<file path="src/rtl/ps2_pkg.sv">
// Shared types and constants for the PS/2 receive path.
// PS2_MAKEBREAK_EN widens the FIFO word with break/extended prefix flags.
package ps2_pkg;

   typedef enum logic [1:0] {
      IDLE,
      DATA,
      PARITY,
      STOP
   } ps2_state_t;

   localparam int unsigned PS2_DATA_BITS    = 8;
   localparam logic [7:0]  PS2_PREFIX_BREAK = 8'hF0;
   localparam logic [7:0]  PS2_PREFIX_EXT   = 8'hE0;

`ifdef PS2_MAKEBREAK_EN
   typedef struct packed {
      logic                     brk;
      logic                     ext;
      logic [PS2_DATA_BITS-1:0] code;
   } ps2_word_t;
`else
   typedef struct packed {
      logic [PS2_DATA_BITS-1:0] code;
   } ps2_word_t;
`endif

endpackage

</file>
<file path="src/rtl/ps2_sync_fifo.sv">
// Generic show-ahead FIFO: dout presents the head entry whenever empty=0.
// A push into a full FIFO is accepted only together with a pop.
module ps2_sync_fifo #(
   parameter  int unsigned WIDTH = 8,
   parameter  int unsigned DEPTH = 8,
   localparam int unsigned AW    = $clog2(DEPTH),
   localparam int unsigned CW    = $clog2(DEPTH + 1)
) (
   input  logic             clk,
   input  logic             rst_n,
   input  logic             push,
   input  logic             pop,
   input  logic [WIDTH-1:0] din,
   output logic [WIDTH-1:0] dout,
   output logic [CW-1:0]    count,
   output logic             full,
   output logic             empty
);

   logic [WIDTH-1:0] mem [DEPTH];
   logic [AW-1:0]    rd_ptr;
   logic [AW-1:0]    wr_ptr;
   logic             push_ok;
   logic             pop_ok;

   assign full    = (count == CW'(DEPTH));
   assign empty   = (count == '0);
   assign pop_ok  = pop & ~empty;
   assign push_ok = push & (~full | pop_ok);
   assign dout    = mem[rd_ptr];

   // Pointers wrap naturally because DEPTH is a power of two
   always_ff @(posedge clk or negedge rst_n) begin
      if (!rst_n) begin
         rd_ptr <= '0;
         wr_ptr <= '0;
         count  <= '0;
      end else begin
         if (push_ok) wr_ptr <= wr_ptr + AW'(1);
         if (pop_ok)  rd_ptr <= rd_ptr + AW'(1);
         case ({push_ok, pop_ok})
            2'b10:   count <= count + CW'(1);
            2'b01:   count <= count - CW'(1);
            default: count <= count;
         endcase
      end
   end

   always_ff @(posedge clk) begin
      if (push_ok) mem[wr_ptr] <= din;
   end

endmodule

</file>
<file path="src/rtl/ps2_rx_fifo.sv">
// PS/2 keyboard receiver: synchronise, glitch-filter, deframe, buffer in a FIFO.
// Define PS2_MAKEBREAK_EN to fold F0/E0 prefixes into oBreak/oExt flags.
module ps2_rx_fifo
   import ps2_pkg::*;
#(
   parameter  int unsigned SYNC_STAGES    = 2,
   parameter  int unsigned FILTER_LEN     = 4,
   parameter  int unsigned FIFO_DEPTH     = 8,
   parameter  int unsigned TIMEOUT_CYCLES = 20000,
   localparam int unsigned CNT_W          = $clog2(FIFO_DEPTH + 1)
) (
   input  logic             Clock,
   input  logic             Reset,
   input  logic             PS2_CLK,
   input  logic             PS2_DATA,
   input  logic             iRead,
   output logic [7:0]       oData,
   output logic             oBreak,
   output logic             oExt,
   output logic             oValid,
   output logic             oFull,
   output logic [CNT_W-1:0] oCount,
   output logic             oParityErr,
   output logic             oFrameErr,
   output logic             oOverflow
);

   localparam int unsigned FLT_W = (FILTER_LEN > 1) ? $clog2(FILTER_LEN) : 1;
   localparam int unsigned TO_W  = $clog2(TIMEOUT_CYCLES + 1);
   localparam int unsigned IDX_W = $clog2(PS2_DATA_BITS);

   // Reset asserts asynchronously, releases on a clock edge
   logic [1:0] rst_sync;
   logic       rst_n;

   always_ff @(posedge Clock or negedge Reset) begin
      if (!Reset) rst_sync <= '0;
      else        rst_sync <= {rst_sync[0], 1'b1};
   end
   assign rst_n = rst_sync[1];

   logic [SYNC_STAGES-1:0] clk_sync;
   logic [SYNC_STAGES-1:0] dat_sync;
   logic [1:0]             raw_s;
   logic [1:0]             filt_q;
   logic [FLT_W-1:0]       fcnt_q [2];
   logic                   filt_clk_d;
   logic                   fall_c;
   logic                   bit_c;

   always_ff @(posedge Clock or negedge rst_n) begin
      if (!rst_n) begin
         clk_sync <= '1;
         dat_sync <= '1;
      end else begin
         clk_sync <= {clk_sync[SYNC_STAGES-2:0], PS2_CLK};
         dat_sync <= {dat_sync[SYNC_STAGES-2:0], PS2_DATA};
      end
   end

   assign raw_s = {dat_sync[SYNC_STAGES-1], clk_sync[SYNC_STAGES-1]};

   // Index 0 is the clock line, index 1 the data line
   always_ff @(posedge Clock or negedge rst_n) begin
      if (!rst_n) begin
         filt_q     <= '1;
         fcnt_q[0]  <= '0;
         fcnt_q[1]  <= '0;
         filt_clk_d <= 1'b1;
      end else begin
         filt_clk_d <= filt_q[0];
         for (int i = 0; i < 2; i++) begin
            if (raw_s[i] == filt_q[i]) begin
               fcnt_q[i] <= '0;
            end else if (fcnt_q[i] == FLT_W'(FILTER_LEN - 1)) begin
               filt_q[i] <= raw_s[i];
               fcnt_q[i] <= '0;
            end else begin
               fcnt_q[i] <= fcnt_q[i] + FLT_W'(1);
            end
         end
      end
   end

   assign fall_c = filt_clk_d & ~filt_q[0];
   assign bit_c  = filt_q[1];

   ps2_state_t         state_q, state_n;
   logic [IDX_W-1:0]   idx_q, idx_n;
   logic [7:0]         shift_q, shift_n;
   logic               par_q, par_n;
   logic [TO_W-1:0]    to_cnt_q, to_cnt_n;
   logic               perr_q, perr_n;
   logic               ferr_q, ferr_n;
   logic               ovf_q, ovf_n;
   logic               good_c;
   logic               push_c;
   logic               pop_c;
   ps2_word_t          push_word_c;
   ps2_word_t          head_word;
   logic [CNT_W-1:0]   fifo_count;
   logic               fifo_full;
   logic               fifo_empty;

`ifdef PS2_MAKEBREAK_EN
   logic brk_q, brk_n;
   logic ext_q, ext_n;

   always_ff @(posedge Clock or negedge rst_n) begin
      if (!rst_n) begin
         brk_q <= 1'b0;
         ext_q <= 1'b0;
      end else begin
         brk_q <= brk_n;
         ext_q <= ext_n;
      end
   end
`endif

   always_ff @(posedge Clock or negedge rst_n) begin
      if (!rst_n) begin
         state_q  <= IDLE;
         idx_q    <= '0;
         shift_q  <= '0;
         par_q    <= 1'b0;
         to_cnt_q <= '0;
         perr_q   <= 1'b0;
         ferr_q   <= 1'b0;
         ovf_q    <= 1'b0;
      end else begin
         state_q  <= state_n;
         idx_q    <= idx_n;
         shift_q  <= shift_n;
         par_q    <= par_n;
         to_cnt_q <= to_cnt_n;
         perr_q   <= perr_n;
         ferr_q   <= ferr_n;
         ovf_q    <= ovf_n;
      end
   end

   // Deframer, timeout and prefix tracking
   always_comb begin
      state_n  = state_q;
      idx_n    = idx_q;
      shift_n  = shift_q;
      par_n    = par_q;
      to_cnt_n = to_cnt_q + TO_W'(1);
      perr_n   = 1'b0;
      ferr_n   = 1'b0;
      good_c   = 1'b0;
      push_c   = 1'b0;
`ifdef PS2_MAKEBREAK_EN
      brk_n    = brk_q;
      ext_n    = ext_q;
`endif

      if (state_q == IDLE || fall_c) to_cnt_n = '0;

      if (state_q != IDLE && to_cnt_q == TO_W'(TIMEOUT_CYCLES)) begin
         state_n  = IDLE;
         ferr_n   = 1'b1;
         to_cnt_n = '0;
      end else if (fall_c) begin
         case (state_q)
            IDLE: begin
               if (!bit_c) begin
                  state_n = DATA;
                  idx_n   = '0;
               end
            end
            DATA: begin
               shift_n = {bit_c, shift_q[7:1]};
               idx_n   = idx_q + IDX_W'(1);
               if (idx_q == IDX_W'(PS2_DATA_BITS - 1)) state_n = PARITY;
            end
            PARITY: begin
               par_n   = bit_c;
               state_n = STOP;
            end
            STOP: begin
               state_n = IDLE;
               if (!(^{shift_q, par_q})) perr_n = 1'b1;
               else if (!bit_c)          ferr_n = 1'b1;
               else                      good_c = 1'b1;
            end
            default: state_n = IDLE;
         endcase
      end

`ifdef PS2_MAKEBREAK_EN
      if (perr_n || ferr_n) begin
         brk_n = 1'b0;
         ext_n = 1'b0;
      end
      if (good_c) begin
         if (shift_q == PS2_PREFIX_BREAK) begin
            brk_n = 1'b1;
         end else if (shift_q == PS2_PREFIX_EXT) begin
            ext_n = 1'b1;
         end else begin
            push_c = 1'b1;
            brk_n  = 1'b0;
            ext_n  = 1'b0;
         end
      end
`else
      push_c = good_c;
`endif

      ovf_n = push_c & fifo_full & ~pop_c;
   end

`ifdef PS2_MAKEBREAK_EN
   assign push_word_c = '{brk: brk_q, ext: ext_q, code: shift_q};
`else
   assign push_word_c = '{code: shift_q};
`endif

   assign pop_c = iRead & ~fifo_empty;

   ps2_sync_fifo #(
      .WIDTH ($bits(ps2_word_t)),
      .DEPTH (FIFO_DEPTH)
   ) u_fifo (
      .clk   (Clock),
      .rst_n (rst_n),
      .push  (push_c),
      .pop   (pop_c),
      .din   (push_word_c),
      .dout  (head_word),
      .count (fifo_count),
      .full  (fifo_full),
      .empty (fifo_empty)
   );

   // Head fields read as zero while the FIFO is empty
   assign oData = fifo_empty ? 8'h00 : head_word.code;
`ifdef PS2_MAKEBREAK_EN
   assign oBreak = fifo_empty ? 1'b0 : head_word.brk;
   assign oExt   = fifo_empty ? 1'b0 : head_word.ext;
`else
   assign oBreak = 1'b0;
   assign oExt   = 1'b0;
`endif
   assign oValid     = ~fifo_empty;
   assign oFull      = fifo_full;
   assign oCount     = fifo_count;
   assign oParityErr = perr_q;
   assign oFrameErr  = ferr_q;
   assign oOverflow  = ovf_q;

endmodule

</file>
<file path="config.mk">
export PLATFORM = sky130hd
export DESIGN_NAME = ps2_rx_fifo
export DESIGN_NICKNAME = d
export VERILOG_FILES = /design/src/rtl/ps2_pkg.sv /design/src/rtl/ps2_sync_fifo.sv /design/src/rtl/ps2_rx_fifo.sv
export SDC_FILE = /design/constraint.sdc
export NUM_CORES = 1
export LEC_CHECK = 0
export ABC_AREA = 1
export CAP_MARGIN = 20
export CORE_AREA = 2 2 104 106
export DETAILED_ROUTE_END_ITERATION = 12
export DIE_AREA = 0 0 106 108
export GPL_ROUTABILITY_DRIVEN = 0
export HOLD_SLACK_MARGIN = 0.08
export PLACE_DENSITY = 0.77
export SLEW_MARGIN = 20
export SYNTH_ARGS = -nofsm -noshare
export SYNTH_HDL_FRONTEND = slang
export SYNTH_SLANG_ARGS = --single-unit
</file>
<file path="constraint.sdc">
create_clock -name Clock -period 1.8 [get_ports Clock]
set_input_delay 0.18 -clock Clock [delete_from_list [all_inputs] [get_ports Clock]]
set_output_delay 0.18 -clock Clock [all_outputs]
set_load 0.03 [all_outputs]
</file>
-- Word-level counts from Yosys, hierarchy flattened
Memory sizes are Yosys's and may differ from the RTL's.
Cells that the tools add are included.
- bitwise gates (word level): 14
- mux-type cells: 31
- reduce and logical (&&, ||, !) cells: 15
- $add $sub $neg: 8
- equal/unequal tests: 15
- operator list (kind ; number):
    15-bit 2-to-1 mux ; 2
    1-bit 2-to-1 mux ; 16
    2-bit 2-to-1 mux ; 8
    15-bit by 1-bit adder with 15-bit output, second input constant ; 1
    15-bit == test, second input constant ; 1
    2-bit == test, second input constant ; 5
    3-bit by 1-bit adder with 3-bit output, second input constant ; 3
    3-bit AND reduction ; 3
    9-bit parity ; 1
    8-bit 2-to-1 mux ; 1
    2-bit one-hot mux with 4 select lines ; 1
    4-bit one-hot mux with 2 select lines ; 1
    2-bit nonzero test ; 4
    1-bit inverter ; 7
    1-bit AND ; 6
    3-bit one-hot mux with 2 select lines ; 1
    2-bit by 1-bit adder with 2-bit output, second input constant ; 2
    4-bit by 1-bit adder with 4-bit output, second input constant ; 1
    2-bit by 1-bit == test with 1-bit output, second input constant ; 2
    4-bit == test, second input constant ; 1
    4-bit logical NOT ; 1
    2-bit AND reduction ; 2
    4-bit AND reduction ; 1
    4-bit by 1-bit subtractor with 4-bit output, second input constant ; 1
    other kinds (10) ; 11
- output and inout bits: 19
- input bits: 5
- memories: 1
- bits in writable memories: 64
- register bits: 55
- memories (name ; words ; bits a word ; rd ports ; clocked after Yosys merged registers in ; wr ports ; RTL line ; text):
    u_fifo.mem ; 8 ; 8 ; 1 ; 0 ; 1 ; ps2_sync_fifo.sv:20 ; logic [WIDTH-1:0] mem [DEPTH];

-- Logic depth before layout (Yosys ltp)
- depth in word-level cells: 8
- mapped depth: 17
- mapped depth without buffers: 17

-- By module
From an unflattened synthesis, not the netlist that was laid out.
- cells, all modules: 533
- area, all modules: 5444.0 um^2
- by module, submodules not included (module ; instances ; seq. area each (um^2) ; cells an instance ; area each (um^2)):
    ps2_sync_fifo ; 1 ; 2172.1 ; 254 ; 3128.0
    ps2_rx_fifo ; 1 ; 1134.8 ; 279 ; 2316.0

-- Worst setup path after synthesis
Ideal clock, no wire load.
- path kind: flip-flop to flip-flop
- from: register u_fifo.count[0]
- to: register u_fifo.count[2]
- stages on the path, launching flop included: 13
- arrival time: 3.000 ns
- path slack: -1.277 ns
- required time: 1.723 ns
- path through: dfrtp_1 -> nor2_1 -> inv_1 -> nor3_1 -> nand2_2 -> nand4_2 -> ha_1 -> nor2_1 -> nor2_1 -> ha_1 -> a21oi_1 -> or2_2 -> a21oi_1
- elaborated cells on any way between the ends: 14
- RTL lines (what ; RTL line ; text):
    from (decl) ; ps2_sync_fifo.sv:15 ; output logic [CW-1:0] count,
    from (signal assigned) ; ps2_sync_fifo.sv:42 ; 2'b10: count <= count + CW'(1);
    from (signal assigned) ; ps2_sync_fifo.sv:43 ; 2'b01: count <= count - CW'(1);
    from (signal assigned) ; ps2_sync_fifo.sv:44 ; default: count <= count;
    4-bit == test (*) ; ps2_sync_fifo.sv:26 ; assign full = (count == CW'(DEPTH));
    via oFull ; ps2_rx_fifo.sv:21 ; output logic oFull,
    1-bit inverter (*) ; ps2_sync_fifo.sv:29 ; assign push_ok = push & (~full | pop_ok);
    1-bit bitwise OR (*) ; ps2_sync_fifo.sv:29 ;
    1-bit AND (*) ; ps2_sync_fifo.sv:29 ;
    2-bit by 1-bit == test with 1-bit output / 2-bit == test (equally long branches) ; ps2_sync_fifo.sv:41 ; case ({push_ok, pop_ok})
    4-bit one-hot mux with 2 select lines / 2-bit nonzero test (equally long branches) ; - ;
The timed path passes the listed nets; every way through them passes the cells marked *.
A chain may end at the register's enable or synchronous reset.

-- Worst setup path in the final report
- from: register u_fifo.rd_ptr[0]
- to: output oData[5]
- cells in the longest elaborated chain, start to end: 2
- RTL lines (what ; RTL line ; text):
    from (decl) ; ps2_sync_fifo.sv:21 ; logic [AW-1:0] rd_ptr;
    from (signal assigned) ; ps2_sync_fifo.sv:40 ; if (pop_ok) rd_ptr <= rd_ptr + AW'(1);
    memory read 8 x 8 bit ; - ;
    8-bit 2-to-1 mux ; ps2_rx_fifo.sv:238 ; assign oData = fifo_empty ? 8'h00 : head_word.code;
    to (decl) ; ps2_rx_fifo.sv:17 ; output logic [7:0] oData,
No other way between the ends.

==> run metrics <==
Seq cells post-synth=around 120; wire length of the first global-routing pass=roughly 21000 um; proportion of synthesized chip area in sequential cells=61.2%; number of antenna violations at the first check in global routing=0; Reg power frac=27.1%; total net switching power=5.41 mW; power density relative to cell area=between 1500 and 2000 nW/um2; Max IR drop VDD=around 1.4 mV; filler cell count in the final layout=546; met3 GRT Util=6.75%; Register-to-Register Setup Slack=-0.37 ns; peak-usage layer in the global routing report=met2; startpoint type of the worst setup path=flop; die extent in y=approximately 110 um; die width=between 100 and 150 um; number of buffers between clock root and the deepest sink=2; DRC violation total after the first TritonRoute iteration=455; Initial Utilization=a little over half; detailed-route vias per instance=roughly 5.5; cell count after placement=roughly 730; combinational group share of total power=between 40% and 50%; nature of the critical path endpoint=output pin; leakage power total=approximately 3.3 nW; number of cells on the worst reg-to-reg path=16; Commonest cells post-synth=nor2_1 (107), nand2_1 (66), edfxtp_1 (64); Routed Antenna Nets=0; Max FO, Critical Path=10; RSZ-0062 raised after global routing=true; maximum number of pins on one net before global-route repair=between 50 and 60; Ys Warns=0; overflow left after global routing=0; clock transition at the registers of the reported paths=approximately 0.070 ns; critical path start-end classification=flop to output pin; final cell count without fillers=between 800 and 900; overall global routing resource usage=24.5%; Min Hold Slack=roughly 0.25 ns; port buffer count=21; routed wire length=about 15000 um; Final Hold Viols=0; violated checks=negative setup slack; outcome=complete, but fails checks; Period minus WS final=2.22 ns; Post-Synthesis Mean Instance Area=around 10 um2; WP data arrival=between 2 and 2.5 ns; Layout Nets=about 670; vias in the first global route=between 4k and 5k; FMAX=450 MHz; Worst EP required=1.62 ns; clock tree from TritonCTS=built; area of the core=about 10000 um2; number of buffers added by the clock tree synthesis step=17; fraction of final layout cells sized beyond drive strength 1=between 40% and 50%; predominant post-synthesis flop cell=edfxtp_1; worst min-delay path category=flop to async pin; mean routed wirelength per cell=~18 um; Placed Instance Area=~6500 um2; most instantiated library cell after synthesis=nor2_1; number of core rows=37; worst-case setup margin in the final layout=-0.423 ns; core occupancy in the finished layout=77.0%; final std cell area, no fill=about 7900 um2; root cell of the clock tree=clkbuf_8; Max Clock Skew=~0.015 ns; clock insertion delay at the later pin of the skew report=0.54 ns; # Max-Cap Violations=0; capturing point of the worst reg2reg path=u_fifo.count[2]; proportion of total power due to net switching=between 30% and 40%; async set-reset flop share out of synthesis=46.2%; Internal Dissipation=around 8.4 mW; layout overhead on the synthesized area=45.9%; post-synth top area share=between 30 and 40%; global routing usage on met1=between 20% and 30%; Die Footprint=11400 um2; CTS H-tree lvls=4; vias post-DR=roughly 4.4k; total I/O pin count=24; total DRC errors in the routed layout=0; number of clock sinks seen by CTS=~120; count of different cell masters after synthesis=40; Finish-stage setup viols=96; TritonRoute pass-1 iters=5; Syn Inst Count=between 500 and 600; max-slew violation count=0; area of the mapped netlist=5400 um2; library cell occupying the most area in the post-synthesis netlist=edfxtp_1; count of flip-flops with a built-in enable after synthesis=64; launching point of the worst reg2reg path=push_word_c[2]; number of inserted diodes=0; fraction of the cycle the final worst path needs=124%; detailed placer's ending HPWL=~7600 um; clock group share of total power=26.5%; leading post-synthesis cells by cell area=edfxtp_1 (36%), dfrtp_1 (22%), nor2_1 (7.4%); GR Layer Usage met2=43.6%
## worst max-delay path by stage
stage,startpoint,endpoint,cells past startpoint
2_1_floorplan,u_fifo.count[0],u_fifo.count[2],13
3_3_place_gp,state_q[1],u_fifo.count[2],17
3_5_place_dp,state_q[1],u_fifo.count[2],17
4_1_cts,u_fifo.rd_ptr[0],oData[0],7
5_1_grt,push_word_c[2],u_fifo.count[3],16
6_report,u_fifo.rd_ptr[0],oData[5],6
## metal layers
metal	routed length (um)	up-vias
met5	0	-
met4	612	0
met3	820	64
met2	7720	212
met1	5550	2151
li1	-	2016
## layout by cell type, fill, tap and decap left out, drive strengths merged, types with 2 or more instances in the layout
cell type        n
dlygate4sd3      3
o32ai           16
mux2             2
clkbuf          19
nand2           74
o21ai           40
bufinv           4
nand3           22
xor2             7
dfstp            7
clkdlybuf4s50    7
inv             58
nor2           109
a21oi           11
nor3            12
clkinv           4
xnor2            5
ha              16
buf            115
nand4            5
conb             3
dfrtp           48
edfxtp          64
dlygate4sd2      4
nor4             3
## timing repair
action,in CTS,in global routing
buffers inserted,19,13
endpoints found under the hold margin,4,0
endpoints found under the setup margin,81,101
hold buffers,3,0
gates cloned,1,2
pin swaps,18,18
resized for setup,49,92
## registers in the layout, indices dropped and copies added (netlist names)
signal,count
u_fifo.mem,64
to_cnt_q,15
push_word_c,8
fcnt_q,4
u_fifo.count,4
idx_q,3
u_fifo.rd_ptr,3
u_fifo.wr_ptr,3
clk_sync,2
dat_sync,2
filt_q,2
rst_sync,2
state_q,2
filt_clk_d,1
oFrameErr,1
oOverflow,1
oParityErr,1
par_q,1
## critical path, stage by stage, from the launching register on
cell and delay [ns]:
dfrtp_2 0.45, buf_4 0.21, nor2_1 0.08, o32ai_2 0.30
o21ai_0 0.12, nor2_1 0.15, buf_4 0.19
## metrics by stage
step / TNS (ns) / worst slack (ns) / power (mW)
floorplan: -1.94 / -0.440 / 6.72
global placement: -12.89 / -0.290 / 8.32
detailed placement: -15.72 / -0.370 / 8.53
CTS: -16.42 / -0.385 / 12.8
global route: -35.27 / -0.509 / 14.5
finish: -25.74 / -0.423 / 13.8
## cell families (layout without fill, tap and decap cells)
| family | after synthesis | count (layout) | synth area share [%] |
|---|---|---|---|
| other | 2 | 3 | 0.139 |
| and+or+nand+nor | 228 | 228 | 19.9 |
| muxes | 2 | 2 | 0.417 |
| buffers and inverters | 67 | 215 | 5.03 |
| adders and majority gates | 16 | 16 | 3.71 |
| DFF | 119 | 119 | 61.2 |
| AOI/OAI and AO/OA | 70 | 70 | 7.69 |
| xor gates and xnor gates | 12 | 12 | 1.95 |
## area by class of cell
class                           count  area, um2  area share [%]
Clock inverter                     14        211            2.68
Inverter                           53        214            2.71
Timing Repair Buffer              130       1240            15.7
Sequential cell                   119       3320            42.1
Tap cell                          136        170            2.16
Multi-Input combinational cell    331       2300            29.2
Clock buffer                       18        428            5.43
## power by group through the flow
stage	clock, mW	sequential (mW)	combinational (mW)
floorplan	0	3.91	2.80
global placement	0	3.70	4.62
detailed placement	0	3.73	4.80
CTS	3.67	3.69	5.40
global route	3.83	3.78	6.87
finish	3.67	3.75	6.42
No activity file was read; power rests on OpenSTA's default activity.
